$ cat config.mk
export PLATFORM = sky130hd
export DESIGN_NAME = arp_sequencer_flat
export DESIGN_NICKNAME = d
export VERILOG_FILES = /design/src/rtl/arp_pkg.sv /design/src/rtl/arp_if.sv /design/src/rtl/arp_lfsr.sv /design/src/rtl/arp_sequencer.sv /design/src/flat_wrapper.sv
export SDC_FILE = /design/constraint.sdc
export NUM_CORES = 1
export LEC_CHECK = 0
export BUFFER_PORTS_ARGS = -buffer_cell sky130_fd_sc_hd__buf_2
export CORE_MARGIN = 2
export CORE_UTILIZATION = 35
export DETAILED_ROUTE_END_ITERATION = 8
export SLEW_MARGIN = 30
export SYNTH_ARGS = -nofsm -noshare
export SYNTH_HDL_FRONTEND = slang
export SYNTH_SLANG_ARGS = --single-unit
export TNS_END_PERCENT = 10
$ cat constraint.sdc
create_clock -name clk -period 15.05 [get_ports clk]
set_input_delay 3.7625 -clock clk [delete_from_list [all_inputs] [get_ports clk]]
set_output_delay 3.7625 -clock clk [all_outputs]
set_load 0.005 [all_outputs]
$ cat src/rtl/arp_pkg.sv
// Shared types and constants for the arpeggiator sequencer.
package arp_pkg;

  typedef enum logic [1:0] {
    PAT_UP     = 2'd0,
    PAT_DOWN   = 2'd1,
    PAT_UPDOWN = 2'd2,
    PAT_RANDOM = 2'd3
  } pattern_e;

  typedef enum logic {
    ST_IDLE = 1'b0,
    ST_PLAY = 1'b1
  } state_e;

  localparam logic [15:0] LFSR_SEED = 16'hACE1;
  // x^16+x^14+x^13+x^11+1 in right-shifting form: bits 0,2,3,5
  localparam logic [15:0] LFSR_TAPS = 16'h002D;

  function automatic logic [15:0] lfsr_next(input logic [15:0] s);
    return {^(s & LFSR_TAPS), s[15:1]};
  endfunction

endpackage

$ cat src/rtl/arp_if.sv
// Control, chord-table write and note output bundle of the sequencer.
interface arp_if #(
  parameter int MAX_NOTES   = 8,
  parameter int PHASE_WIDTH = 32,
  parameter int DUR_WIDTH   = 16
);
  localparam int IDX_W = $clog2(MAX_NOTES);

  logic                   sample_tick;
  logic                   enable;
  logic [1:0]             pattern;
  logic [IDX_W:0]         num_notes;
  logic [DUR_WIDTH-1:0]   note_dur;
  logic [DUR_WIDTH-1:0]   gate_len;
  logic                   wr_en;
  logic [IDX_W-1:0]       wr_addr;
  logic [PHASE_WIDTH-1:0] wr_delta;
  logic [PHASE_WIDTH-1:0] delta_out;
  logic [IDX_W-1:0]       note_idx;
  logic                   gate;
  logic                   step_strobe;

  modport master (
    output sample_tick, enable, pattern, num_notes,
    output note_dur, gate_len, wr_en, wr_addr, wr_delta,
    input  delta_out, note_idx, gate, step_strobe
  );

  modport slave (
    input  sample_tick, enable, pattern, num_notes,
    input  note_dur, gate_len, wr_en, wr_addr, wr_delta,
    output delta_out, note_idx, gate, step_strobe
  );

endinterface

$ cat src/rtl/arp_lfsr.sv
// 16-bit Fibonacci LFSR, stepped once per arpeggio step.
import arp_pkg::*;

module arp_lfsr (
  input  logic       clk,
  input  logic       rst_n,
  input  logic       adv_i,
  output logic [7:0] rnd_o
);

  logic [15:0] lfsr_q;

  always_ff @(posedge clk) begin
    if (!rst_n) begin
      lfsr_q <= LFSR_SEED;
    end else if (adv_i) begin
      lfsr_q <= lfsr_next(lfsr_q);
    end
  end

  assign rnd_o = lfsr_q[7:0];

endmodule

$ cat src/rtl/arp_sequencer.sv
// Arpeggiator: walks a chord table of DDS phase increments at a
// sample-rate tempo and emits a gated increment for each step.
import arp_pkg::*;

module arp_sequencer #(
  parameter int MAX_NOTES   = 8,
  parameter int PHASE_WIDTH = 32,
  parameter int DUR_WIDTH   = 16
) (
  input logic  clk,
  input logic  rst_n,
  arp_if.slave bus
);

  localparam int IDX_W = $clog2(MAX_NOTES);

  typedef logic [IDX_W-1:0]       idx_t;
  typedef logic [IDX_W:0]         num_t;
  typedef logic [DUR_WIDTH-1:0]   dur_t;
  typedef logic [PHASE_WIDTH-1:0] ph_t;

  localparam idx_t IDX_ONE = idx_t'(1);
  localparam num_t NUM_ONE = num_t'(1);
  localparam dur_t DUR_ONE = dur_t'(1);

  state_e   state_q, state_d;
  dur_t     cnt_q, cnt_d;
  idx_t     idx_q, idx_d;
  logic     dir_q, dir_d;
  pattern_e pat_q, pat_d;
  logic     gate_q, gate_d;
  logic     strb_q;
  ph_t      delta_q;
  ph_t      tbl_q [MAX_NOTES];

  pattern_e   pat;
  num_t       n, n_m1;
  dur_t       last;
  logic       run, start, step;
  logic [7:0] rnd, rmod;
  idx_t       rnd_idx, start_idx, next_idx;
  logic       next_dir, desc;

  assign pat     = pattern_e'(bus.pattern);
  assign n       = bus.num_notes;
  assign n_m1    = n - NUM_ONE;
  assign last    = (bus.note_dur == '0) ? '0 : bus.note_dur - DUR_ONE;
  assign run     = bus.enable && (n != '0);
  assign start   = (state_q == ST_IDLE) && run;
  assign step    = start || ((state_q == ST_PLAY) && run &&
                             bus.sample_tick && (cnt_q >= last));
  assign rmod    = rnd % ((n == '0) ? 8'd1 : 8'(n));
  assign rnd_idx = idx_t'(rmod);

  arp_lfsr u_lfsr (
    .clk   (clk),
    .rst_n (rst_n),
    .adv_i (step),
    .rnd_o (rnd)
  );

  always_comb begin
    unique case (pat)
      PAT_DOWN:   start_idx = idx_t'(n_m1);
      PAT_RANDOM: start_idx = rnd_idx;
      default:    start_idx = '0;
    endcase

    // An index left outside a shrunken chord restarts the pattern
    next_idx = start_idx;
    next_dir = 1'b0;
    desc     = (pat_q == PAT_UPDOWN) && dir_q;
    if (pat != PAT_RANDOM && {1'b0, idx_q} < n) begin
      unique case (pat)
        PAT_UP: begin
          next_idx = ({1'b0, idx_q} == n_m1) ? '0 : idx_q + IDX_ONE;
        end
        PAT_DOWN: begin
          next_idx = (idx_q == '0) ? idx_t'(n_m1) : idx_q - IDX_ONE;
        end
        default: begin
          if (n == NUM_ONE) begin
            next_idx = '0;
          end else if (!desc && {1'b0, idx_q} == n_m1) begin
            next_idx = idx_q - IDX_ONE;
            next_dir = 1'b1;
          end else if (desc && idx_q == '0) begin
            next_idx = IDX_ONE;
          end else if (desc) begin
            next_idx = idx_q - IDX_ONE;
            next_dir = 1'b1;
          end else begin
            next_idx = idx_q + IDX_ONE;
          end
        end
      endcase
    end

    state_d = run ? ST_PLAY : ST_IDLE;
    cnt_d   = cnt_q;
    idx_d   = idx_q;
    dir_d   = dir_q;
    pat_d   = pat_q;
    if (step) begin
      cnt_d = '0;
      pat_d = pat;
      idx_d = start ? start_idx : next_idx;
      dir_d = start ? 1'b0 : next_dir;
    end else if (state_q == ST_PLAY && bus.sample_tick) begin
      cnt_d = cnt_q + DUR_ONE;
    end
    gate_d = run && (cnt_d < bus.gate_len);
  end

  always_ff @(posedge clk) begin
    if (!rst_n) begin
      state_q <= ST_IDLE;
      cnt_q   <= '0;
      idx_q   <= '0;
      dir_q   <= 1'b0;
      pat_q   <= PAT_UP;
      gate_q  <= 1'b0;
      strb_q  <= 1'b0;
      delta_q <= '0;
      for (int i = 0; i < MAX_NOTES; i++) begin
        tbl_q[i] <= '0;
      end
    end else begin
      state_q <= state_d;
      cnt_q   <= cnt_d;
      idx_q   <= idx_d;
      dir_q   <= dir_d;
      pat_q   <= pat_d;
      gate_q  <= gate_d;
      strb_q  <= step;
      delta_q <= gate_d ? tbl_q[idx_d] : '0;
      if (bus.wr_en) begin
        tbl_q[bus.wr_addr] <= bus.wr_delta;
      end
    end
  end

  assign bus.delta_out   = delta_q;
  assign bus.note_idx    = idx_q;
  assign bus.gate        = gate_q;
  assign bus.step_strobe = strb_q;

endmodule

$ cat src/flat_wrapper.sv
// flat-port wrapper written by rule: the top's interface ports become plain ports
module arp_sequencer_flat 
#(
  parameter int MAX_NOTES   = 8,
  parameter int PHASE_WIDTH = 32,
  parameter int DUR_WIDTH   = 16
)
  (clk, rst_n, bus_sample_tick, bus_enable, bus_pattern, bus_num_notes, bus_note_dur, bus_gate_len, bus_wr_en, bus_wr_addr, bus_wr_delta, bus_delta_out, bus_note_idx, bus_gate, bus_step_strobe);
  arp_if #(.MAX_NOTES(MAX_NOTES), .PHASE_WIDTH(PHASE_WIDTH), .DUR_WIDTH(DUR_WIDTH)) bus_i ();
  input logic clk;
  input logic rst_n;
  input wire logic [$bits(bus_i.sample_tick)-1:0] bus_sample_tick;
  input wire logic [$bits(bus_i.enable)-1:0] bus_enable;
  input wire logic [$bits(bus_i.pattern)-1:0] bus_pattern;
  input wire logic [$bits(bus_i.num_notes)-1:0] bus_num_notes;
  input wire logic [$bits(bus_i.note_dur)-1:0] bus_note_dur;
  input wire logic [$bits(bus_i.gate_len)-1:0] bus_gate_len;
  input wire logic [$bits(bus_i.wr_en)-1:0] bus_wr_en;
  input wire logic [$bits(bus_i.wr_addr)-1:0] bus_wr_addr;
  input wire logic [$bits(bus_i.wr_delta)-1:0] bus_wr_delta;
  output wire logic [$bits(bus_i.delta_out)-1:0] bus_delta_out;
  output wire logic [$bits(bus_i.note_idx)-1:0] bus_note_idx;
  output wire logic [$bits(bus_i.gate)-1:0] bus_gate;
  output wire logic [$bits(bus_i.step_strobe)-1:0] bus_step_strobe;
  assign bus_i.sample_tick = bus_sample_tick;
  assign bus_i.enable = bus_enable;
  assign bus_i.pattern = bus_pattern;
  assign bus_i.num_notes = bus_num_notes;
  assign bus_i.note_dur = bus_note_dur;
  assign bus_i.gate_len = bus_gate_len;
  assign bus_i.wr_en = bus_wr_en;
  assign bus_i.wr_addr = bus_wr_addr;
  assign bus_i.wr_delta = bus_wr_delta;
  assign bus_delta_out = bus_i.delta_out;
  assign bus_note_idx = bus_i.note_idx;
  assign bus_gate = bus_i.gate;
  assign bus_step_strobe = bus_i.step_strobe;
  arp_sequencer #(.MAX_NOTES(MAX_NOTES), .PHASE_WIDTH(PHASE_WIDTH), .DUR_WIDTH(DUR_WIDTH)) u_core (.clk(clk), .rst_n(rst_n), .bus(bus_i));
endmodule
## After elaboration in Yosys (flattened, before gate mapping)

Memory sizes are Yosys's and may differ from the RTL's. A register that Yosys moved wholly into a read port is not among the register bits.
Index checks and enable logic that the tools add are counted.

| storage, ports and cells | value |
|---|---|
| memories kept | 1 |
| memory bits (writable) | 256 |
| output and inout bits | 37 |
| input port bits | 78 |
| register bits after elaboration | 41 |

Memories:

| memory | words | bits a word | read ports | clocked after Yosys merged registers in | wr ports | RTL line | source |
|---|---|---|---|---|---|---|---|
| u_core.tbl_q | 8 | 32 | 1 | 1 | 8 | arp_sequencer.sv:34 | `ph_t tbl_q [MAX_NOTES];` |

| operators by class | value |
|---|---|
| equal/unequal tests | 6 |
| divide/modulo/power cells | 1 |
| add/sub/neg operators | 5 |
| $lt $le $gt $ge | 3 |
| bitwise operators | 1 |
| muxes and demuxes | 30 |
| reduce and logical (&&, ||, !) cells | 23 |

Operators by type and width:

| kind | number |
|---|---|
| 16-bit two-way mux | 3 |
| 32-bit two-way mux | 1 |
| 32-bit OR reduction | 1 |
| 3-bit two-way mux | 10 |
| 16-bit by 1-bit adder with 16-bit output, second input constant | 1 |
| 16-bit >= comparator | 1 |
| 16-bit logical NOT | 1 |
| 16-bit less-than comparator | 1 |
| 16-bit XOR reduction | 1 |
| 16-bit by 1-bit subtractor with 16-bit output, second input constant | 1 |
| 1-bit two-way mux | 13 |
| 3-bit one-hot mux with 2 select lines | 2 |
| 1-bit logical AND | 11 |
| 8-bit by 8-bit modulo with 8-bit output | 1 |
| 2-bit == test, second input constant | 2 |
| 3-bit by 4-bit == test with 1-bit output | 1 |
| 4-bit by 1-bit == test with 1-bit output, second input constant | 1 |
| 4-bit logical NOT | 1 |
| 3-bit by 4-bit less-than comparator with 1-bit output | 1 |
| 4-bit two-way mux | 1 |
| 4-bit nonzero test | 1 |
| 4-bit by 1-bit subtractor with 4-bit output, second input constant | 1 |
| 3-bit by 1-bit adder with 3-bit output, second input constant | 1 |
| 3-bit logical NOT | 1 |
| 9 further kinds | 10 |

## Longest topological paths before layout

Gate-level depths: netlist (run 1).

| logic depth | value |
|---|---|
| depth in word-level cells | 11 |
| depth in mapped cells | 59 |
| gate-level depth less buffers | 57 |

## By module

A second synthesis (run 1) with hierarchy kept.

| unflattened totals | value |
|---|---|
| cells, all modules | 1509 |
| area total of the unflattened synthesis | 17545.6 um^2 |

Modules (own cells, without submodules):

| module | seq. area each (um^2) | times used | cells an instance | area each (um^2) |
|---|---|---|---|---|
| arp_sequencer | 8828.5 | 1 | 1447 | 16854.9 |
| arp_lfsr | 320.3 | 1 | 62 | 690.7 |

## Worst setup path after synthesis (run 1)

No wires, ideal clock.

| timing path | value |
|---|---|
| path type | input to register |
| start point | in bus_num_notes[1] |
| end point | reg u_core.delta_q[0], in the netlist u_core.bus.delta_out[0], read port of u_core.tbl_q |
| required time | 14920 ps |
| library setup time | 130 ps |
| setup slack | 396 ps |
| cell stages on the path | 56 |
| data arrival time | 14524 ps |
| cells stage by stage | inv_1 ha_1 or3b_1 nand2_1 ha_1 nor4_1 a211oi_1 and2_1 ha_1 nor2_1 nor2_1 o311a_1 xor2_1 ha_1 o211ai_1 a21boi_0 nor2_1 mux2i_1 (+20 left out) nand2_1 nand2_1 o21a_1 inv_1 fa_1 nand2_1 a21o_1 a21oi_1 inv_1 a211oi_1 and3_1 a311o_1 a31o_2 a21o_1 buf_4 clkbuf_1 o211ai_1 nand4_1 |

| between the ends | value |
|---|---|
| cells in the longest elaborated chain, start to end | 11 |
| elaborated cells between the ends (all ways) | 30 |
| those cells by class | add/sub: 1; div: 1; order compare: 2; eq/ne: 2; mux: 11; reduce/logical: 13 |

RTL lines:

| element | RTL line | source |
|---|---|---|
| start: declaration | flat_wrapper.sv:15 | `input wire logic [$bits(bus_i.num_notes)-1:0] bus_num_notes;` |
| branches (longest 11 deep; another with 8-bit by 8-bit modulo with 8-bit output) | n/a |  |
| end: declaration | arp_sequencer.sv:33 | `ph_t delta_q;` |

Parallel ways; which one is timed is not known.
A chain may end at the register's enable or synchronous reset.

## Worst setup path in the final report (run 1)

| timing path | value |
|---|---|
| start point | in bus_num_notes[0] |
| end point | reg u_core.delta_q[5], in the netlist u_core.bus.delta_out[5], read port of u_core.tbl_q |

Same word-level chain as after synthesis.

==> out/results.tsv, run 1 <==
metric	value	unit
ys_async_sr_fraction	0	
grt_usage	0.1846	
ys_seq_area_frac	0.5044	
drc	0	
grt_pass1_wl	77.45	mm
vias	13657	
ys.flop_type	edfxtp_1	
grt_antenna_before_repair	3	
p_clk_frac	0.312	
final_cell_area	21190	um^2
switching_power	1.060	mW
whs_path_depth	2	
grt_start_max_net_pins	100	
die_w	231.6	um
syn_area	18140	um^2
cp.arrival	14950	ps
syn_to_final_growth	16.83	%
wl	51.45	mm
r2r_end	u_core.bus.delta_out[5]	
row_count	83	
worstRegToRegCells	54	
drive_gt1_frac	0.1576	
swShare	0.3379	
hold_buffers	0	
ys_types	77	
cts_tree	done	
min_period	14440	ps
hold_path_class	reg -> reg	
cts.path.max_buffers	3	
nets	1960	
pwr-share-comb	0.343	
cellPowerDensity	148.1	nW/um^2
dp_hpwl	30.26	mm
cp_slowest_stage_delay	440	ps
finalPower	3.138	mW
drt-initial-drc-count	945	
layout_common_cells	279 x and2_1, 256 x edfxtp_1, 134 x and3_1, 117 x a21boi_0, 114 x buf_2	
h-tree-depth	2	
dr.pass1.iters	6	
grt_overflow	0	
ant_nets	0	
syn_inst	1716	
crit_path_end_kind	flip-flop	
hp-start	u_core.pat_q[0]	
final_max_slew_viol_count	0	
status	finished clean	
start_kind	input port	
io_pins	115	
fin_crit_sh	0.9594	
die_area	53650	um^2
path_class	in -> reg	
via_per_inst	5.402	
finalClockSkew	22.51	ps
total_leakage_power	8.345	nW
cpLargestDelayFamily	compound AO/OA/AOI/OAI gates	
syn_avg_cell_area	10.57	um^2
synth-seq-cells	329	
syn-num-nets	1860	
hold_viol	0	
cts-buffers-inserted	39	
crit_buf_inv	9	
crit_slowest_cell	a2111oi_4	
setup_viol	0	
synth_edf_count	256	
cts.sinks	329	
die_h	231.6	um
numPortBuffers	114	
clk_pin_slew_worst_paths	60	ps
max_freq	69.26	MHz
dpl_cell_area	19660	um^2
drv_cap	0	
yosys_warnings	0	
r2r-start	u_core.u_lfsr.lfsr_q[2]	
cp.required	15560	ps
start_util	0.3535	
r2r_setup_slack	3790	ps
p_int	2.077	mW
wl_per_cell	20.35	um
grt_pass1_vias	13461	
pwr-share-seq	0.345	
design.core.area	51300	um^2
max-slew-margin-rel	0.3741	
worst_pin_slew	937.9	ps
timing.final.ws_setup	610.7	ps
cp_max_fo	16	
peakVddDrop	81.04	uV
clk-insertion-delay-late	560	ps
layout_commonest_cell	and2_1	
gp_congestion	0.8404	
utilization	0.4130	
holdPathEnd	u_core.pat_q[0]	
fillers	4979	
cts-root-buf	clkbuf_16	
crit_top_cell	ha_1	
setup_tns	0	ps
post-place-ws	-370.2	ps
[state kept, by name, indices dropped and copies added (netlist names)]
signal,count
u_core.cnt_q,16
u_core.bus.note_idx,3
u_core.bus.step_strobe,1
u_core.bus.delta_out,32
u_core.pat_q,2
u_core.state_q,1
u_core.tbl_q,256
u_core.dir_q,1
u_core.bus.gate,1
u_core.u_lfsr.lfsr_q,16
[cell usage after synthesis, types with 3 or more instances]
master,n,share of area
buf_1,7,0.0014
nor4_1,8,0.0028
a21boi_1,20,0.0083
nor2b_1,18,0.0062
nand2b_1,11,0.0038
nor3_1,16,0.0044
nand2_1,70,0.014
a22oi_1,3,0.0012
xor2_1,24,0.012
clkbuf_2,4,0.0011
nand3_1,18,0.0050
ha_1,65,0.045
a21oi_1,26,0.0072
a21boi_0,118,0.049
nand3b_1,4,0.0017
a211oi_1,7,0.0029
o21ai_0,33,0.0091
buf_6,6,0.0037
o211ai_1,69,0.029
or3_1,7,0.0024
mux2_2,3,0.0019
nor2_1,66,0.014
mux2i_1,14,0.0077
a31oi_1,7,0.0024
o21ai_1,58,0.016
o31ai_1,4,0.0017
and3_1,134,0.046
and2_1,279,0.096
clkbuf_1,70,0.014
buf_2,28,0.0077
edfxtp_1,256,0.42
a311o_1,3,0.0017
a21o_1,19,0.0079
dfxtp_1,73,0.081
nand4_1,41,0.014
xnor2_1,26,0.013
o21a_1,4,0.0017
inv_1,43,0.0089
[kinds of logic (layout without fill, tap and decap cells)]
logic type               Yosys count  count (layout)  synth area share
buffers and inverters            160             289           0.03801
XOR/XNOR                          50              50           0.02415
flip-flops                       329             329            0.5044
AO/OA/AOI/OAI                    407             408            0.1594
other                              0               2                 0
adder cells (fa/ha/maj)           66              66           0.04595
AND/OR/NAND/NOR                  686             686            0.2176
multiplexers                      18              18           0.01042
[worst reg2reg max path, delay by kind of cell, from the launching register on]
kind,cells,cell delay [ps]
AOI/OAI and AO/OA,21,4470
xor gates and xnor gates,3,530
adders and majority gates,7,2160
buffers and inverters,8,990
DFF,1,430
muxes,1,280
and+or+nand+nor,14,2330
[power by group through the flow]
stage	sequential, mW	clock (mW)	combinational, mW
2_1_floorplan	1.09	0	0.724
3_3_place_gp	1.10	0	0.984
6_report	1.08	0.980	1.08
5_1_grt	1.09	1.03	1.18
4_1_cts	1.08	0.997	1.01
3_5_place_dp	1.10	0	1.01
[how the worst max path moves through the flow]
stage,startpoint,slack (ps),endpoint,cells past startpoint
after floorplan,bus_num_notes[1],400,u_core.bus.delta_out[0],56
after global placement,bus_num_notes[1],140,u_core.bus.delta_out[30],54
after detailed placement,bus_num_notes[0],-370,u_core.bus.delta_out[20],56
after CTS,bus_num_notes[0],160,u_core.bus.delta_out[19],56
after global routing,bus_num_notes[1],-20,u_core.bus.delta_out[29],58
final,bus_num_notes[0],610,u_core.bus.delta_out[5],58
[cell type report]
| class | count | area (um^2) | area share |
|---|---|---|---|
| Timing Repair Buffer | 174 | 1200 | 0.05663 |
| Inverter | 44 | 165.2 | 0.007794 |
| Antenna cell | 2 | 5.005 | 0.0002362 |
| Clock inverter | 23 | 277.8 | 0.01311 |
| Clock buffer | 48 | 1040 | 0.04907 |
| Sequential cell | 329 | 9149 | 0.4318 |
| Tap cell | 680 | 850.8 | 0.04015 |
| Multi-Input combinational cell | 1228 | 8502 | 0.4012 |
[per-layer routing]
metal | vias up | track usage | share of wire
met5 | - | 0 | 0.00027
met4 | 2 | 0.06711 | 0.027
met3 | 95 | 0.02867 | 0.052
met2 | 344 | 0.3148 | 0.48
met1 | 6755 | 0.2365 | 0.44
li1 | 6461 | - | -
[stage by stage]
stage                     std cells  hold WS, ps
after detailed placement       2446        461.3
after floorplan                1716        438.2
after CTS                      2517        468.6
final                          2528        465.2
after global routing           2528        496.8
after global placement         2445        448.5
[timing repair]
action,CTS,global route
setup endpoints to repair,0,35
resized for setup,0,21
setup buffers,0,5
Note: power is estimated with default switching activity, not from simulation.
==> inputs of run 2 (changes only) <==
==> constraint.sdc (replaced) <==
create_clock -name clk -period 14.8 [get_ports clk]
set_input_delay 3.7 -clock clk [delete_from_list [all_inputs] [get_ports clk]]
set_output_delay 3.7 -clock clk [all_outputs]
set_load 0.005 [all_outputs]
==> run 2 against run 1 <==
Effect of this change: combinational power hardly changed; non-clock buffer count is 2 higher; highest routed layer is now met4; sequential share of layout area is 0.10 points higher; global-route usage is 0.27 points lower; critical path depth is 1 lower; routed wire length is 3.3% lower; register-to-register slack worse by 160 ps; final cell count hardly changed; sequential cell count stayed put; first-iteration DRC count is 1.2% higher; hold slack worse by 1.7 ps.
==> out/results.tsv, run 2 (synthesis results as in run 1) <==
metric	value	unit
crit_path_end_kind	flip-flop	
drv_cap	0	
cp.required	15220	ps
cp_max_fo	50	
h-tree-depth	2	
startpoint	bus_num_notes[1]	
worstSetupEndpoint	u_core.bus.delta_out[1]	
cp_slowest_stage_delay	430	ps
cts_tree	done	
cts.path.max_buffers	3	
max-slew-margin-rel	0.2697	
clk_pin_slew_worst_paths	60	ps
crit_buf_inv	9	
drt-initial-drc-count	956	
grt_usage	0.1820	
status	finished clean	
worst_pin_slew	1089	ps
dp_hpwl	29.97	mm
cp.depth	57	
grt_pass1_vias	13201	
row_count	83	
timing.final.ws_setup	583.0	ps
hold_buffers	0	
hold_viol	0	
post-place-ws	-464.3	ps
cpLargestDelayFamily	compound AO/OA/AOI/OAI gates	
start_util	0.3535	
design.core.area	51300	um^2
vias	13501	
finalPower	3.167	mW
pwr-share-comb	0.339	
max_freq	70.34	MHz
grt_overflow	0	
start_kind	input port	
min_period	14220	ps
cellPowerDensity	149.8	nW/um^2
p_int	2.106	mW
cts-root-buf	clkbuf_16	
path_class	in -> reg	
setup_viol	0	
crit_top_cell	ha_1	
io_pins	115	
cp.arrival	14640	ps
p_clk_frac	0.314	
top_register	u_core.tbl_q	
layout_common_cells	279 x and2_1, 256 x edfxtp_1, 134 x and3_1, 117 x a21boi_0, 114 x buf_2	
ant_nets	0	
wl_per_cell	19.68	um
swShare	0.3350	
numPortBuffers	114	
layout_commonest_cell	and2_1	
hold_path_class	reg -> reg	
finalClockSkew	36.46	ps
fin_crit_sh	0.9606	
cts-buffers-inserted	39	
syn_to_final_growth	16.56	%
drive_gt1_frac	0.1574	
switching_power	1.061	mW
grt_start_max_net_pins	95	
grt_antenna_before_repair	1	
dr.pass1.iters	5	
gp_congestion	0.8588	
antenna_cells	0	
via_per_inst	5.338	
wl	49.77	mm
die_w	231.6	um
largest_reg_flops	256	
cts.sinks	329	
nets	1962	
crit_slowest_cell	fa_1	
pwr-share-seq	0.347	
total_leakage_power	8.334	nW
grt_pass1_wl	76.27	mm
final_max_slew_viol_count	0	
setup_tns	0	ps
utilization	0.4121	
r2r_end	u_core.bus.delta_out[1]	
r2r_setup_slack	3630	ps
clk-insertion-delay-late	580	ps
r2r-start	u_core.u_lfsr.lfsr_q[2]	
drc	0	
peakVddDrop	80.54	uV
die_area	53650	um^2
die_h	231.6	um
worstRegToRegCells	53	
[run 2: power by group through the flow]
stage / Clock (mW) / Combinational [mW] / Sequential [mW]
CTS: 1.02 / 1.03 / 1.10
global placement: 0 / 1.00 / 1.12
global route: 1.05 / 1.18 / 1.11
floorplan: 0 / 0.736 / 1.11
finish: 0.994 / 1.07 / 1.10
detailed placement: 0 / 1.02 / 1.12
[run 2: routing by layer]
layer  wire length [um]  global-route usage  share of wire  vias to the layer above
li1                   -                   -              -                     6465
met2              23780              0.3068           0.48                      343
met1              21930              0.2353           0.44                     6601
met5                  0                   0              0                        -
met4               1451             0.06330          0.029                        0
met3               2610             0.03113          0.052                       92
[run 2: worst min-delay path by stage]
stage	cells after the start	end	slack (ps)	start
floorplan	2	u_core.pat_q[0]	440	u_core.pat_q[0]
global placement	2	u_core.pat_q[0]	450	u_core.pat_q[0]
detailed placement	2	u_core.pat_q[0]	460	u_core.pat_q[0]
CTS	2	u_core.pat_q[0]	470	u_core.pat_q[0]
global route	2	u_core.dir_q	490	u_core.dir_q
finish	2	u_core.pat_q[0]	460	u_core.pat_q[0]
[run 2: timing repair]
action / CTS / global route
gates resized for setup: 0 / 18
buffers inserted: 0 / 8
endpoints found under the setup margin: 0 / 35
endpoints found under the hold margin: 0 / 0
[run 2: worst reg2reg max path: cells and delay by family, from the launching register on]
kind	cells	cell delay (ps)
multiplexers	1	290
buffers and inverters	8	940
AND/OR/NAND/NOR	13	2260
adder cells (fa/ha/maj)	7	2170
AO/OA/AOI/OAI	21	4420
XOR/XNOR	3	520
flip-flops	1	450
[run 2: area by class of cell]
type | count | area, um^2
clock buffers | 54 | 1092
clock inverters | 18 | 236.5
fillers | 4913 | 30160
inverters | 44 | 165.2
multi-input cells | 1228 | 8498
flip-flops and latches | 329 | 9149
well taps | 680 | 850.8
repair buffers | 176 | 1149
[run 2: per-stage QoR]
| stage | cell area, um^2 | hold WS (ps) | cells |
|---|---|---|---|
| 3_3_place_gp | 19650 | 449.0 | 2448 |
| 4_1_cts | 20980 | 466.4 | 2520 |
| 5_1_grt | 21140 | 491.2 | 2529 |
| 2_1_floorplan | 18140 | 438.2 | 1716 |
| 3_5_place_dp | 19650 | 458.7 | 2448 |
| 6_report | 21140 | 463.5 | 2529 |
==> inputs of run 3 (changes only) <==
--- a/config.mk
+++ b/config.mk
@@ -5,10 +5,10 @@
 export SDC_FILE = /design/constraint.sdc
 export NUM_CORES = 1
 export LEC_CHECK = 0
-export BUFFER_PORTS_ARGS = -buffer_cell sky130_fd_sc_hd__buf_2
 export CORE_MARGIN = 2
 export CORE_UTILIZATION = 35
 export DETAILED_ROUTE_END_ITERATION = 8
+export DONT_BUFFER_PORTS = 1
 export SLEW_MARGIN = 30
 export SYNTH_ARGS = -nofsm -noshare
 export SYNTH_HDL_FRONTEND = slang
==> run 3 against run 2 <==
Effect of this change: die area unchanged; clock power about the same; sequential share of layout area increased by 0.78 points; largest cell class unchanged; global-route usage decreased by 0.22 points; final cell count decreased by 4.2%; sequential cell count unchanged; hold slack improved by 1.0 ps; critical endpoint is now u_core.bus.delta_out[16]; cell area decreased by 1.8%; critical path depth increased by 3; non-clock buffer count decreased by 106; routed wire length increased by 1.4%; combinational power about the same.
==> out/results.tsv, run 3 (synthesis results as in run 1) <==
metric	value	unit
grt_antenna_before_repair	0	
dp_cells	2335	
status	finished clean	
antenna_cells	0	
vias	13223	
cts-root-buf	clkbuf_16	
wl	50.46	mm
max-slew-margin-rel	0.4331	
path_class	in -> reg	
max_freq	70.16	MHz
cpLargestDelayFamily	simple AND/OR/NAND/NOR gates	
cts.sinks	329	
start_util	0.3535	
drc	0	
die_area	53650	um^2
peakVddDrop	95.32	uV
syn_to_final_growth	14.50	%
row_count	83	
nets	1856	
gp_congestion	0.8414	
cts.path.max_buffers	3	
finalClockSkew	28.81	ps
utilization	0.4048	
drt-initial-drc-count	1025	
grt_pass1_wl	75.24	mm
timing.hold.ws	464.6	ps
hold_buffers	0	
clk_pin_slew_worst_paths	60	ps
io_pins	115	
design.core.area	51300	um^2
wl_per_cell	20.82	um
largest_reg_flops	256	
hold_viol	0	
die_w	231.6	um
grt_overflow	0	
drv_cap	0	
cp_slowest_stage_delay	420	ps
layout_commonest_cell	and2_1	
via_per_inst	5.457	
start_kind	input port	
final_max_slew_viol_count	0	
crit_slowest_cell	fa_1	
crit_buf_inv	9	
min_period	14250	ps
die_h	231.6	um
layout_common_cells	279 x and2_1, 256 x edfxtp_1, 134 x and3_1, 117 x a21boi_0, 73 x dfxtp_1	
dr.pass1.iters	5	
drive_gt1_frac	0.1096	
crit_path_end_kind	flip-flop	
numPortBuffers	0	
crit_top_cell	ha_1	
top_register	u_core.tbl_q	
grt_pass1_vias	12975	
worst_pin_slew	848.8	ps
grt_usage	0.1798	
hold_path_class	reg -> reg	
cts-buffers-inserted	39	
total_leakage_power	7.938	nW
cp.required	15300	ps
ant_nets	0	
h-tree-depth	2	
fin_crit_sh	0.9630	
cp.arrival	14750	ps
cp_max_fo	16	
cellPowerDensity	153.9	nW/um^2
dp_hpwl	30.11	mm
clk-insertion-delay-late	560	ps
cts_tree	done	
grt_start_max_net_pins	109	
layoutNonFillerInstCount	2423	
setup_viol	0	
run 3: changes by cell type in the layout (fill, tap and decap cells not counted), moves of 3 or more:
cell / previous run / this run
clkbuf_1: 9 / 4
buf_2: 114 / 0
buf_12: 9 / 4
clkbuf_16: 39 / 45
clkbuf_8: 6 / 2
buf_4: 53 / 57
clkinv_2: 6 / 9
run 3: where the power goes:
part / internal, mW / leakage, nW / switching [mW]
sequential: 1.07 / 3.05 / 0.0421
clock: 0.600 / 0.667 / 0.409
combinational: 0.454 / 4.22 / 0.623
total: 2.12 / 7.94 / 1.07
run 3: layout make-up:
cell class	count	area [um^2]
Sequential cell	329	9149
Fill cell	4965	30540
Tap cell	680	850.8
Clock inverter	26	307.8
Multi-Input combinational cell	1228	8532
Inverter	44	165.2
Clock buffer	46	1044
Timing Repair Buffer	70	718.2
run 3: path summary, 6_finish.rpt:
kind	start	endpoint	slack (ps)	depth (start not counted)
max	bus_num_notes[1]	u_core.bus.delta_out[16]	550	60
min	u_core.pat_q[0]	u_core.pat_q[0]	460	2
max reg2reg	u_core.u_lfsr.lfsr_q[2]	u_core.bus.delta_out[16]	3470	58
min reg2reg	u_core.pat_q[0]	u_core.pat_q[0]	460	2
run 3: repair_timing:
action | CTS | global route
gates resized for setup | 0 | 26
endpoints found under the setup margin | 0 | 35
buffers inserted | 0 | 10
run 3: layer usage:
layer,up-vias,share of wire,wire length [um],global-route usage
met3,58,0.062,3135,0.03728
met4,0,0.016,810,0.04407
met5,-,0,0,0
li1,6249,-,-,-
met1,6559,0.44,22180,0.2327
met2,357,0.48,24330,0.3065
run 3: through the flow:
| step | setup TNS, ps | total power [mW] | cell area (um^2) | setup slack, ps |
|---|---|---|---|---|
| detailed placement | -11420 | 2.104 | 19100 | -471.0 |
| global placement | 0 | 2.079 | 19060 | 55.80 |
| finish | 0 | 3.195 | 20770 | 547.8 |
| global route | -539.8 | 3.367 | 20770 | -62.23 |
| floorplan | 0 | 1.843 | 18140 | 208.3 |
| CTS | 0 | 3.121 | 20450 | 29.96 |
run 3: tightest hold or removal path, cell delays in order, from the launching register on:
cell and delay (ps):
dfxtp_1 310, nand2_1 50, a21boi_0 60
